--- config.mk ---
export PLATFORM = sky130hd
export DESIGN_NAME = iv_load_sequencer
export DESIGN_NICKNAME = d
export VERILOG_FILES = /design/src/rtl/iv_load_sequencer.sv
export SDC_FILE = /design/constraint.sdc
export NUM_CORES = 1
export LEC_CHECK = 0
export CAP_MARGIN = 5
export CELL_PAD_IN_SITES_DETAIL_PLACEMENT = 2
export CELL_PAD_IN_SITES_GLOBAL_PLACEMENT = 2
export CORE_ASPECT_RATIO = 1.75
export CORE_MARGIN = 3
export CORE_UTILIZATION = 31
export CTS_CLUSTER_SIZE = 12
export DETAILED_ROUTE_END_ITERATION = 7
export HOLD_SLACK_MARGIN = 0.05
export PLACE_DENSITY = 0.93
export SKIP_LAST_GASP = 1
export SLEW_MARGIN = 5
export SYNTH_ARGS = -nofsm -noshare
export SYNTH_HDL_FRONTEND = slang
export SYNTH_SLANG_ARGS = --single-unit
--- constraint.sdc ---
create_clock -name clock -period 5.5 [get_ports clock]
set_input_delay 0.55 -clock clock [delete_from_list [all_inputs] [get_ports clock]]
set_output_delay 0.55 -clock clock [all_outputs]
set_load 0.01 [all_outputs]
--- src/rtl/iv_load_sequencer.sv ---
// Round-robin front end for a shared passive-serial FPGA loader with retry and hang detection.
// Optional job statistics counters are enabled with `define IV_LOAD_SEQ_STATS_EN.
module iv_load_sequencer #(
  parameter int N_REQ          = 2,
  parameter int MEM_AW         = 11,
  parameter int MAX_RETRY      = 2,
  parameter int GAP_CYCLES     = 16,
  parameter int TIMEOUT_CYCLES = 1000000
) (
  input  logic                            clock,
  input  logic                            reset,
  input  logic [N_REQ-1:0]                req,
  input  logic [N_REQ*MEM_AW-1:0]         req_addr,
  output logic [N_REQ-1:0]                req_done,
  output logic [N_REQ-1:0]                req_fail,
  output logic                            busy,
  output logic                            hung,
  output logic                            ld_start,
  output logic [MEM_AW-1:0]               ld_start_addr,
  input  logic                            ld_ready,
  input  logic                            ld_error,
  output logic [$clog2(MAX_RETRY+2)-1:0]  attempt,
  output logic [15:0]                     ok_count,
  output logic [15:0]                     err_count
);

  localparam int AW = $clog2(MAX_RETRY + 2);
  localparam int PW = (N_REQ > 1) ? $clog2(N_REQ) : 1;
  localparam int TW = $clog2(TIMEOUT_CYCLES + 1);
  localparam int GW = $clog2(GAP_CYCLES + 1);

  localparam logic [AW-1:0] LAST_ATTEMPT = AW'(MAX_RETRY);
  localparam logic [TW-1:0] LAST_TICK    = TW'(TIMEOUT_CYCLES - 1);
  localparam logic [GW-1:0] LAST_GAP     = GW'(GAP_CYCLES - 1);

  localparam logic [2:0] S_IDLE      = 3'd0;
  localparam logic [2:0] S_RUN       = 3'd1;
  localparam logic [2:0] S_GAP       = 3'd2;
  localparam logic [2:0] S_DONE_OK   = 3'd3;
  localparam logic [2:0] S_DONE_FAIL = 3'd4;
  localparam logic [2:0] S_HUNG      = 3'd5;

  logic [2:0]    state;
  logic [PW-1:0] grant;
  logic [PW-1:0] ptr;
  logic [TW-1:0] tcnt;
  logic [GW-1:0] gcnt;
  logic [PW-1:0] pick;
  logic          any_req;
  logic          run_hang;
  int            idx;

  // First requester at or after the pointer, scanning with wrap-around.
  always_comb begin
    any_req = 1'b0;
    pick    = '0;
    idx     = 0;
    for (int off = 0; off < N_REQ; off++) begin
      idx = int'(ptr) + off;
      if (idx >= N_REQ) idx = idx - N_REQ;
      if (!any_req && req[idx]) begin
        any_req = 1'b1;
        pick    = PW'(idx);
      end
    end
  end

  assign ld_start = (state == S_RUN);
  assign busy     = (state != S_IDLE);
  assign run_hang = (state == S_RUN) && !ld_ready && (tcnt == LAST_TICK);

  always_ff @(posedge clock or posedge reset) begin
    if (reset) begin
      state         <= S_IDLE;
      grant         <= '0;
      ptr           <= '0;
      tcnt          <= '0;
      gcnt          <= '0;
      attempt       <= '0;
      ld_start_addr <= '0;
      req_done      <= '0;
      req_fail      <= '0;
      hung          <= 1'b0;
    end else begin
      req_done <= '0;
      req_fail <= '0;
      case (state)
        S_IDLE: begin
          if (any_req) begin
            grant         <= pick;
            ptr           <= (int'(pick) == N_REQ - 1) ? '0 : pick + PW'(1);
            ld_start_addr <= req_addr[int'(pick)*MEM_AW +: MEM_AW];
            attempt       <= '0;
            tcnt          <= '0;
            state         <= S_RUN;
          end
        end
        S_RUN: begin
          if (ld_ready) begin
            if (!ld_error) begin
              req_done[grant] <= 1'b1;
              state           <= S_DONE_OK;
            end else if (attempt == LAST_ATTEMPT) begin
              req_done[grant] <= 1'b1;
              req_fail[grant] <= 1'b1;
              state           <= S_DONE_FAIL;
            end else begin
              attempt <= attempt + AW'(1);
              gcnt    <= '0;
              state   <= S_GAP;
            end
          end else if (run_hang) begin
            req_done[grant] <= 1'b1;
            req_fail[grant] <= 1'b1;
            hung            <= 1'b1;
            state           <= S_HUNG;
          end else begin
            tcnt <= tcnt + TW'(1);
          end
        end
        S_GAP: begin
          if (gcnt == LAST_GAP) begin
            tcnt  <= '0;
            state <= S_RUN;
          end else begin
            gcnt <= gcnt + GW'(1);
          end
        end
        S_DONE_OK, S_DONE_FAIL: state <= S_IDLE;
        // The loader must signal ready before a hung job is released.
        S_HUNG: if (ld_ready) state <= S_IDLE;
        default: state <= S_IDLE;
      endcase
    end
  end

`ifdef IV_LOAD_SEQ_STATS_EN
  always_ff @(posedge clock or posedge reset) begin
    if (reset) begin
      ok_count  <= '0;
      err_count <= '0;
    end else begin
      if ((state == S_DONE_OK) && (ok_count != 16'hFFFF))
        ok_count <= ok_count + 16'd1;
      if (((state == S_DONE_FAIL) || run_hang) && (err_count != 16'hFFFF))
        err_count <= err_count + 16'd1;
    end
  end
`else
  assign ok_count  = '0;
  assign err_count = '0;
`endif

endmodule

* Word-level counts from Yosys, hierarchy flattened
Cells that the tools add are included. Widths: inputs -> output; s select.
Operators by class: add/subtract/negate cells 7, $mul 1, $lt $le $gt $ge 6, eq/ne operators 16, shift operators 1, muxes and demuxes 46, bitwise logic cells 1, reduce and logical (&&, ||, !) cells 17
Operators by type and width (count):
- $mux 20 | 4
- $lt 32x3->1 const B | 2
- $mux 32 | 2
- $pmux 20 s3 | 1
- $mux 2 | 12
- $shiftx 22x6->11 | 1
- $mux 3 | 7
- $add 20x1->20 const B | 1
- $eq 20x20->1 const B | 1
- $mux 5 | 4
- $reduce_and 5->1 | 3
- $ne 2x2->1 const B | 7
- $mux 1 | 12
- $pmux 3 s4 | 1
- $pmux 5 s2 | 1
- $reduce_bool 3->1 | 2
- $add 5x1->5 const B | 1
- $eq 5x4->1 const B | 1
- $mul 1x4->5 const B | 1
- $logic_and 1x1->1 | 4
- $ne 2x1->1 const B | 2
- $pmux 2 s2 | 1
- $reduce_and 4->1 | 1
- $reduce_bool 2->1 | 2
- other kinds (20) | 21
Storage, ports and cells: flip-flop bits (word level) 48, input bits 28, output and inout port bits 52, logic and storage cells 105

* Longest topological paths before layout
Gate-level depths: netlist (run 1).
depth in word-level cells 11, depth in mapped cells 7, depth with buffers taken out 7

* Worst setup path after synthesis (run 1)
No wires, ideal clock.
path kind input to register, start point input port ld_ready, end point register tcnt[13], setup time 0.124 ns, data arrival time 1.727 ns, required time 5.376 ns, slack 3.649 ns, cell stages on the path 5, path buffers 2, cells stage by stage buf_2 or4b_4 buf_6 o31a_4 a211o_1
Between the ends: word-level cells in the longest chain between the ends 5, elaborated cells on any way between the ends 6, classes of those cells 2 x eq/ne; 4 x reduce/logical
Ends and longest elaborated chain:
- start, declared | line 20 | input logic ld_ready,
- $logic_not 1->1 | line 70 | assign run_hang = (state == S_RUN) && !ld_ready && (tcnt == LAST_TICK);
- $logic_and 1x1->1 (2 in series) | line 70
- $ne 2x2->1 (no source line)
- $reduce_and 5->1 (no source line) (*)
- end signal, assigned | line 118 | tcnt <= tcnt + TW'(1);
- end, declared | line 46 | logic [TW-1:0] tcnt;
Mark *: on every way between the ends. The rest lies on a longest branch, timed or not. A chain may end at the register's enable or synchronous reset.

* Final worst setup path (run 1)
start point register state[2], end point output port ld_start
Between the ends: word-level cells in the longest chain between the ends 1
Ends and longest elaborated chain:
- start, declared | line 43 | logic [2:0] state;
- start signal, assigned | line 74 | state <= S_IDLE;
- start signal, assigned | line 95 | state <= S_RUN;
- start signal, assigned | line 102 | state <= S_DONE_OK;
- $eq 3x1->1 | line 68 | assign ld_start = (state == S_RUN);
- end, declared | line 18 | output logic ld_start,
No other way between the ends.

==> run_results.csv, run 1 <==
group,metric,value,unit
global_route,use_met2,39.4,%
timing,tns,0,ps
routing,vias_per_cell,5.50,
clocking,postCtsSetupBuffers,0,
worst_setup_path,crit_arrival,2320,ps
clocking,clkTransAtPathRegs,70,ps
global_route,track_usage,19.7,%
timing,worst_pin_slew,1080,ps
layout,layout_commonest_cell,"dfrtp_1",
placed_design,dp_worst_setup_slack,2870,ps
yosys,ys_types,55,
routing,ant_nets,0,
timing,fmax,349,MHz
global_route,grt_busiest_layer,"met2",
yosys,synth_edf_count,0,
timing,fin_crit,2870,ps
global_route,antenna_found_initial,0,
yosys,syn_avg_cell_area,9.23,sq um
yosys,async_reset_ff_share,100,%
worst_setup_path,path_class,"flop to output port",
clocking,cts_hold_buf,0,
worst_setup_path,slowest_stage,"nor3b_1",
yosys,yosysSeqAreaShare,42.0,%
timing,drv_slew,0,
worst_setup_path,rr_endpoint,"tcnt[4]$_DFFE_PP0P_",
worst_setup_path,endpoint_kind,"output port",
layout,synthToLayoutAreaGrowth,19.3,%
power,p_clk_share,21.3,%
power,switchingPower,0.586,mW
floorplanning,start_util,32.4,%
floorplanning,num_rows,45,
timing,fin_crit_sh,52.2,%
placed_design,port-buffer-count,47,
yosys,ys_seq_elements,48,
clocking,clk_latency,300,ps
worst_setup_path,crit_required,4950,ps
timing,setup_ws,2630,ps
worst_setup_path,crit_buf_inv,1,
timing,hold_viol,0,
power,power_frac_seq,36.9,%
layout,layout.nets,381,
routing,via_count,2563,
power,intPower,0.858,mW
worst_setup_path,worstSetupPathDepth,2,
layout,drive_above_1_share,5.44,%
outcome,status,"finished clean",
floorplanning,die_h,133,microns
clocking,clock-sinks,48,
yosys,ys.flop_type,"dfrtp_1",
yosys,ys_warn_count,0,
clocking,cts_tree,"done",
global_route,gr-usage-met1,19.0,%
floorplanning,coreArea,8840,sq um
placed_design,dp_hpwl,7240,microns
routing,wire_per_inst,21.4,microns
worst_hold_path,hold_end,"gcnt[3]$_DFFE_PP0P_",
floorplanning,die_width,78.6,microns
power,powerDensity,423,nW/um^2
global_route,use_met3,3.11,%
worst_setup_path,worst_r2r_path_depth,7,
worst_setup_path,critical_path.max_fanout,17,
worst_setup_path,reg2reg_slack,3200,ps
timing,fin_skew,4.40,ps
worst_setup_path,r2r-start,"gcnt[0]$_DFFE_PP0P_",
clocking,cts.htree.levels,2,
global_route,grt_pass1_wl,16000,microns
worst_setup_path,slowest_delay,740,ps
floorplanning,ios,80,
power,leakagePower,1.48,nW
worst_hold_path,hp-start,"gcnt[3]$_DFFE_PP0P_",
yosys,synth_cells,310,
clocking,cts.path.max_buffers,2,
routing,drc,0,
power,peakVddDrop,0.175,mV
floorplanning,dieArea,10500,sq um
routing,drt-initial-drc-count,109,
layout,nFillCells,979,
timing,relSlewSlack,28.1,%
power,power_frac_comb,41.9,%
yosys,netlist_area,2860,sq um
routing,wl,9980,microns
routing,first_pass_iters,4,
clocking,cts-resized-gates,0,
worst_setup_path,crit_chain,"nor3b_1 -> clkdlybuf4s50_1",
global_route,grt_max_degree,49,
clocking,cts_buffers,5,
global_route,grt_pass1_vias,2983,
layout,antenna_cells,0,
power,swShare,40.6,%
layout,layout_common_cells,"dfrtp_1, clkdlybuf4s50_1, nand2_1",
worst_hold_path,whs_path_depth,1,
worst_setup_path,crit_family,"simple AND/OR/NAND/NOR gates",
flow_run,maxCapViolCount,0,
timing,setup_viol,0,
clocking,ctsRootBufferMaster,"clkbuf_16",
placed_design,place.gp.congestion,0.779,
timing,rsz0062_at_grt,"false",
worst_setup_path,crit_path_start_kind,"flop",
worst_hold_path,min_path_type,"flop to flop",
global_route,grt-ovfl-total,0,
[power groups by stage]
stage	clock network [mW]	logic [mW]	registers [mW]
finish	0.307	0.604	0.533
detailed placement	0	0.591	0.535
global route	0.323	0.661	0.547
floorplan	0	0.356	0.517
global placement	0	0.547	0.523
CTS	0.312	0.610	0.530
[Yosys cell counts, types with 2 or more instances]
library cell   n  area, sq um
o31ai_1        5         37.5
and4_1         8         70.1
ha_1           4         50.1
a22oi_1       12         90.1
a41oi_1        3         26.3
a21oi_1       10         50.1
a22o_1         2         17.5
nor2_1        13         48.8
and3_1         6         37.5
buf_4         33          248
nand2_1       37          139
o21ai_0       27          135
nand3_1       10         50.1
dfrtp_1       48         1200
clkbuf_1       7         26.3
buf_2          6         30.0
nor2b_1        4         25.0
nor4b_1        2         17.5
inv_1          7         26.3
o211ai_1       2         15.0
buf_6          3         33.8
nor3b_1        2         15.0
nor3_1         4         20.0
a31oi_1       16          100
a32oi_1        3         26.3
and2_1         3         18.8
a211oi_1       2         15.0
o311ai_0       2         17.5
nand3b_1       2         15.0
a21boi_0       2         15.0
[sequential cells by signal (all words and copies together) (netlist names)]
register	flops
ld_start_addr	11
ptr	1
attempt	2
gcnt	5
req_fail	2
req_done	2
tcnt	20
state	3
grant	1
hung	1
[kinds of logic after synthesis]
logic type / Yosys count / synth area share (%)
other cells: 1 / 0.131
simple gates: 102 / 19.6
mux: 1 / 0.393
fa+ha+maj: 4 / 1.75
compound gates: 98 / 23.5
buf+inv: 56 / 12.7
flops: 48 / 42.0
[metrics by stage]
stage                     power, mW  utilization, %  std cells  area (sq um)  hold WS (ps)
after global placement         1.07            37.1        459          3280           459
after global routing           1.53            38.6        466          3410           537
after CTS                      1.45            38.6        466          3410           486
after floorplan               0.872               -        341          2980           441
after detailed placement       1.13            37.1        459          3280           478
final                          1.44            38.6        466          3410           484
[area by class of cell]
cell class	count	area, sq um	area share [%]
Timing Repair Buffer	50	493	14.4
Clock buffer	6	129	3.77
Multi-Input combinational cell	237	1410	41.4
Tap cell	117	146	4.29
Inverter	7	26.3	0.770
Sequential cell	48	1200	35.2
Clock inverter	1	5.00	0.147
[routing by layer]
metal / share of wire [%] / wire (microns) / vias to the layer above
met5: 0 / 0 / -
met2: 59 / 5860 / 85
met1: 35 / 3450 / 1304
met4: 3.1 / 311 / 0
li1: - / - / 1152
met3: 3.7 / 366 / 22
[how the worst max path moves through the flow]
stage                                    start              endpoint  slack [ps]
after floorplan                       ld_ready  tcnt[13]$_DFFE_PP0P_        3650
after global placement                ld_ready  tcnt[14]$_DFFE_PP0P_        2960
after detailed placement              ld_ready  tcnt[14]$_DFFE_PP0P_        2870
after CTS                 state[2]$_DFFE_PP0P_              ld_start        2620
after global routing      state[2]$_DFFE_PP0P_              ld_start        2490
final                     state[2]$_DFFE_PP0P_              ld_start        2630
No activity file was read; power rests on OpenSTA's default activity.
==> run 2, diff against run 1 <==
--- a/config.mk
+++ b/config.mk
@@ -10,11 +10,11 @@
 export CELL_PAD_IN_SITES_GLOBAL_PLACEMENT = 2
 export CORE_ASPECT_RATIO = 1.75
 export CORE_MARGIN = 3
-export CORE_UTILIZATION = 31
+export CORE_UTILIZATION = 29
 export CTS_CLUSTER_SIZE = 12
 export DETAILED_ROUTE_END_ITERATION = 7
 export HOLD_SLACK_MARGIN = 0.05
-export PLACE_DENSITY = 0.93
+export PLACE_DENSITY = 0.88
 export SKIP_LAST_GASP = 1
 export SLEW_MARGIN = 5
 export SYNTH_ARGS = -nofsm -noshare
==> constraint.sdc (replaced) <==
create_clock -name clock -period 2.8 [get_ports clock]
set_input_delay 0.28 -clock clock [delete_from_list [all_inputs] [get_ports clock]]
set_output_delay 0.28 -clock clock [all_outputs]
set_load 0.01 [all_outputs]
==> run 2 against run 1 <==
Total power up 100%. Global-route usage is 1.6 points lower. Die area is 6.5% higher. Sequential share of layout area is 0.98 points lower. Combinational power rose by 92%. First-iteration DRC count shrank 33%. Worst hold slack got worse by 96 ps. Clock power rose by 130%. Count of clock-buffer cells in the layout decreased by 1. Via count is 0.55% higher. Worst setup slack worse by 2400 ps. Critical path type unchanged. Largest power group unchanged.
==> run_results.csv, run 2 (synthesis results as in run 1) <==
group,metric,value,unit
outcome,status,"finished clean",
worst_setup_path,critical_path.max_fanout,12,
layout,nFillCells,1067,
clocking,ctsRootBufferMaster,"clkbuf_16",
worst_setup_path,crit_family,"buffers and inverters",
worst_setup_path,crit_path_start_kind,"flop",
floorplanning,coreArea,9530,sq um
layout,layout_common_cells,"dfrtp_1, clkdlybuf4s50_1, nand2_1",
power,leakagePower,1.53,nW
routing,drt-initial-drc-count,73,
timing,fin_skew,7.96,ps
clocking,cts_buffers,5,
placed_design,place.gp.congestion,0.822,
layout,layout.nets,388,
global_route,track_usage,18.0,%
layout,antenna_cells,0,
timing,fin_crit_sh,90.8,%
layout,largest_reg_flops,20,
worst_setup_path,crit_required,2520,ps
timing,worst_pin_slew,630,ps
timing,hold_viol,0,
clocking,cts_tree,"done",
power,peakVddDrop,0.410,mV
global_route,grt_max_degree,30,
clocking,cts_hold_buf,0,
worst_setup_path,slowest_stage,"clkdlybuf4s50_1",
power,power.total,2.92,mW
routing,wl,9340,microns
power,powerDensity,831,nW/um^2
timing,setup_viol,0,
timing,drv_slew,0,
flow_run,maxCapViolCount,0,
clocking,clk_latency,300,ps
global_route,use_met3,4.06,%
worst_setup_path,crit_chain,"nor3_1 -> inv_1 -> clkdlybuf4s50_1",
global_route,antenna_found_initial,0,
floorplanning,start_util,30.0,%
clocking,cts-resized-gates,0,
worst_setup_path,critPathLaunch,"state[1]$_DFFE_PP0P_",
worst_setup_path,crit_buf_inv,2,
clocking,cts.htree.levels,2,
global_route,grt_pass1_vias,3009,
floorplanning,die_h,137,microns
placed_design,port-buffer-count,47,
placed_design,placed_cell_area,3340,sq um
layout,drive_above_1_share,7.84,%
timing,rsz0062_at_grt,"false",
timing,fin_crit,2540,ps
routing,wire_per_inst,19.5,microns
timing,tns,0,ps
placed_design,dp_hpwl,7110,microns
worst_setup_path,r2r-start,"gcnt[0]$_DFFE_PP0P_",
timing,fmax,393,MHz
worst_setup_path,slowest_delay,560,ps
global_route,use_met2,36.0,%
routing,ant_nets,0,
layout,design_area,3510,sq um
clocking,cts.path.max_buffers,2,
layout,regMostFlops,"tcnt",
routing,drc,0,
floorplanning,ios,80,
worst_setup_path,endpoint_kind,"output port",
routing,via_count,2577,
floorplanning,num_rows,47,
layout,reg_top3,"tcnt (20), ld_start_addr (11), gcnt (5)",
routing,vias_per_cell,5.38,
global_route,grt_pass1_wl,15300,microns
global_route,grt-ovfl-total,0,
floorplanning,dieArea,11100,sq um
floorplanning,die_width,81.1,microns
worst_setup_path,path_class,"flop to output port",
timing,whs,388,ps
global_route,grt_busiest_layer,"met2",
layout,layout_commonest_cell,"dfrtp_1",
layout,synthToLayoutAreaGrowth,22.7,%
global_route,gr-usage-met1,17.2,%
clocking,clkTransAtPathRegs,70,ps
worst_hold_path,min_path_type,"input port to asynchronous set/reset pin",
worst_setup_path,crit_arrival,2260,ps
timing,relSlewSlack,57.9,%
clocking,postCtsSetupBuffers,0,
clocking,clock-sinks,48,
routing,first_pass_iters,4,
==> run 2: cell count changes in the layout (fill, tap and decap cells not counted) <==
cell	change
buf_4	+7
bufinv_16	+1
clkbuf_1	-1
clkinv_2	-1
clkinv_4	+2
==> run 2: stage by stage <==
stage | utilization [%] | std cells | setup WS (ps)
5_1_grt | 36.9 | 479 | 93.5
3_3_place_gp | 35.1 | 471 | 653
6_report | 36.9 | 479 | 258
3_5_place_dp | 35.1 | 471 | 586
2_1_floorplan | - | 341 | 952
4_1_cts | 36.9 | 479 | 244
==> run 2: path summary, 6_finish.rpt <==
check / endpoint / slack (ps) / depth (start not counted)
min: gcnt[1]$_DFFE_PP0P_ / 390 / 2
min reg2reg: gcnt[3]$_DFFE_PP0P_ / 500 / 1
min in group clock: gcnt[3]$_DFFE_PP0P_ / 500 / 1
max reg2reg: tcnt[1]$_DFFE_PP0P_ / 580 / 8
max: busy / 260 / 3
max in group asynchronous: tcnt[0]$_DFFE_PP0P_ / 1810 / 3
==> run 2: power by group <==
group          switching, mW  total [mW]  internal (mW)
Clock                  0.290       0.715          0.425
Combinational          0.639        1.16          0.526
Sequential             0.181        1.04          0.858
==> run 2: cell type report <==
class | instances | area (sq um) | area share (%)
repair buffers | 57 | 546 | 15.5
well taps | 122 | 153 | 4.35
clock inverters | 3 | 47.5 | 1.35
flip-flops and latches | 48 | 1200 | 34.2
inverters | 7 | 26.3 | 0.748
clock buffers | 5 | 125 | 3.56
multi-input cells | 237 | 1410 | 40.3
==> run 2: worst register-to-register path: stages, from the launching register on <==
cell,delay [ps]
dfrtp_1,430
ha_1,230
and3_1,170
ha_1,220
nor2b_1,120
buf_4,160
o31ai_4,420
o31ai_2,150
a32o_1,220
==> run 2: metal layers <==
| metal | wire length (microns) | part of all wire, % | vias up |
|---|---|---|---|
| li1 | - | - | 1172 |
| met1 | 3110 | 33 | 1297 |
| met2 | 5550 | 59 | 91 |
| met3 | 471 | 5.0 | 17 |
| met4 | 209 | 2.2 | 0 |
| met5 | 0 | 0 | - |
==> run 3, diff against run 2 <==
--- a/config.mk
+++ b/config.mk
@@ -16,7 +16,6 @@
 export HOLD_SLACK_MARGIN = 0.05
 export PLACE_DENSITY = 0.88
 export SKIP_LAST_GASP = 1
-export SLEW_MARGIN = 5
 export SYNTH_ARGS = -nofsm -noshare
 export SYNTH_HDL_FRONTEND = slang
 export SYNTH_SLANG_ARGS = --single-unit
==> results of run 3 <==
The final DEF is identical to that of run 2; final timing and power are the same.
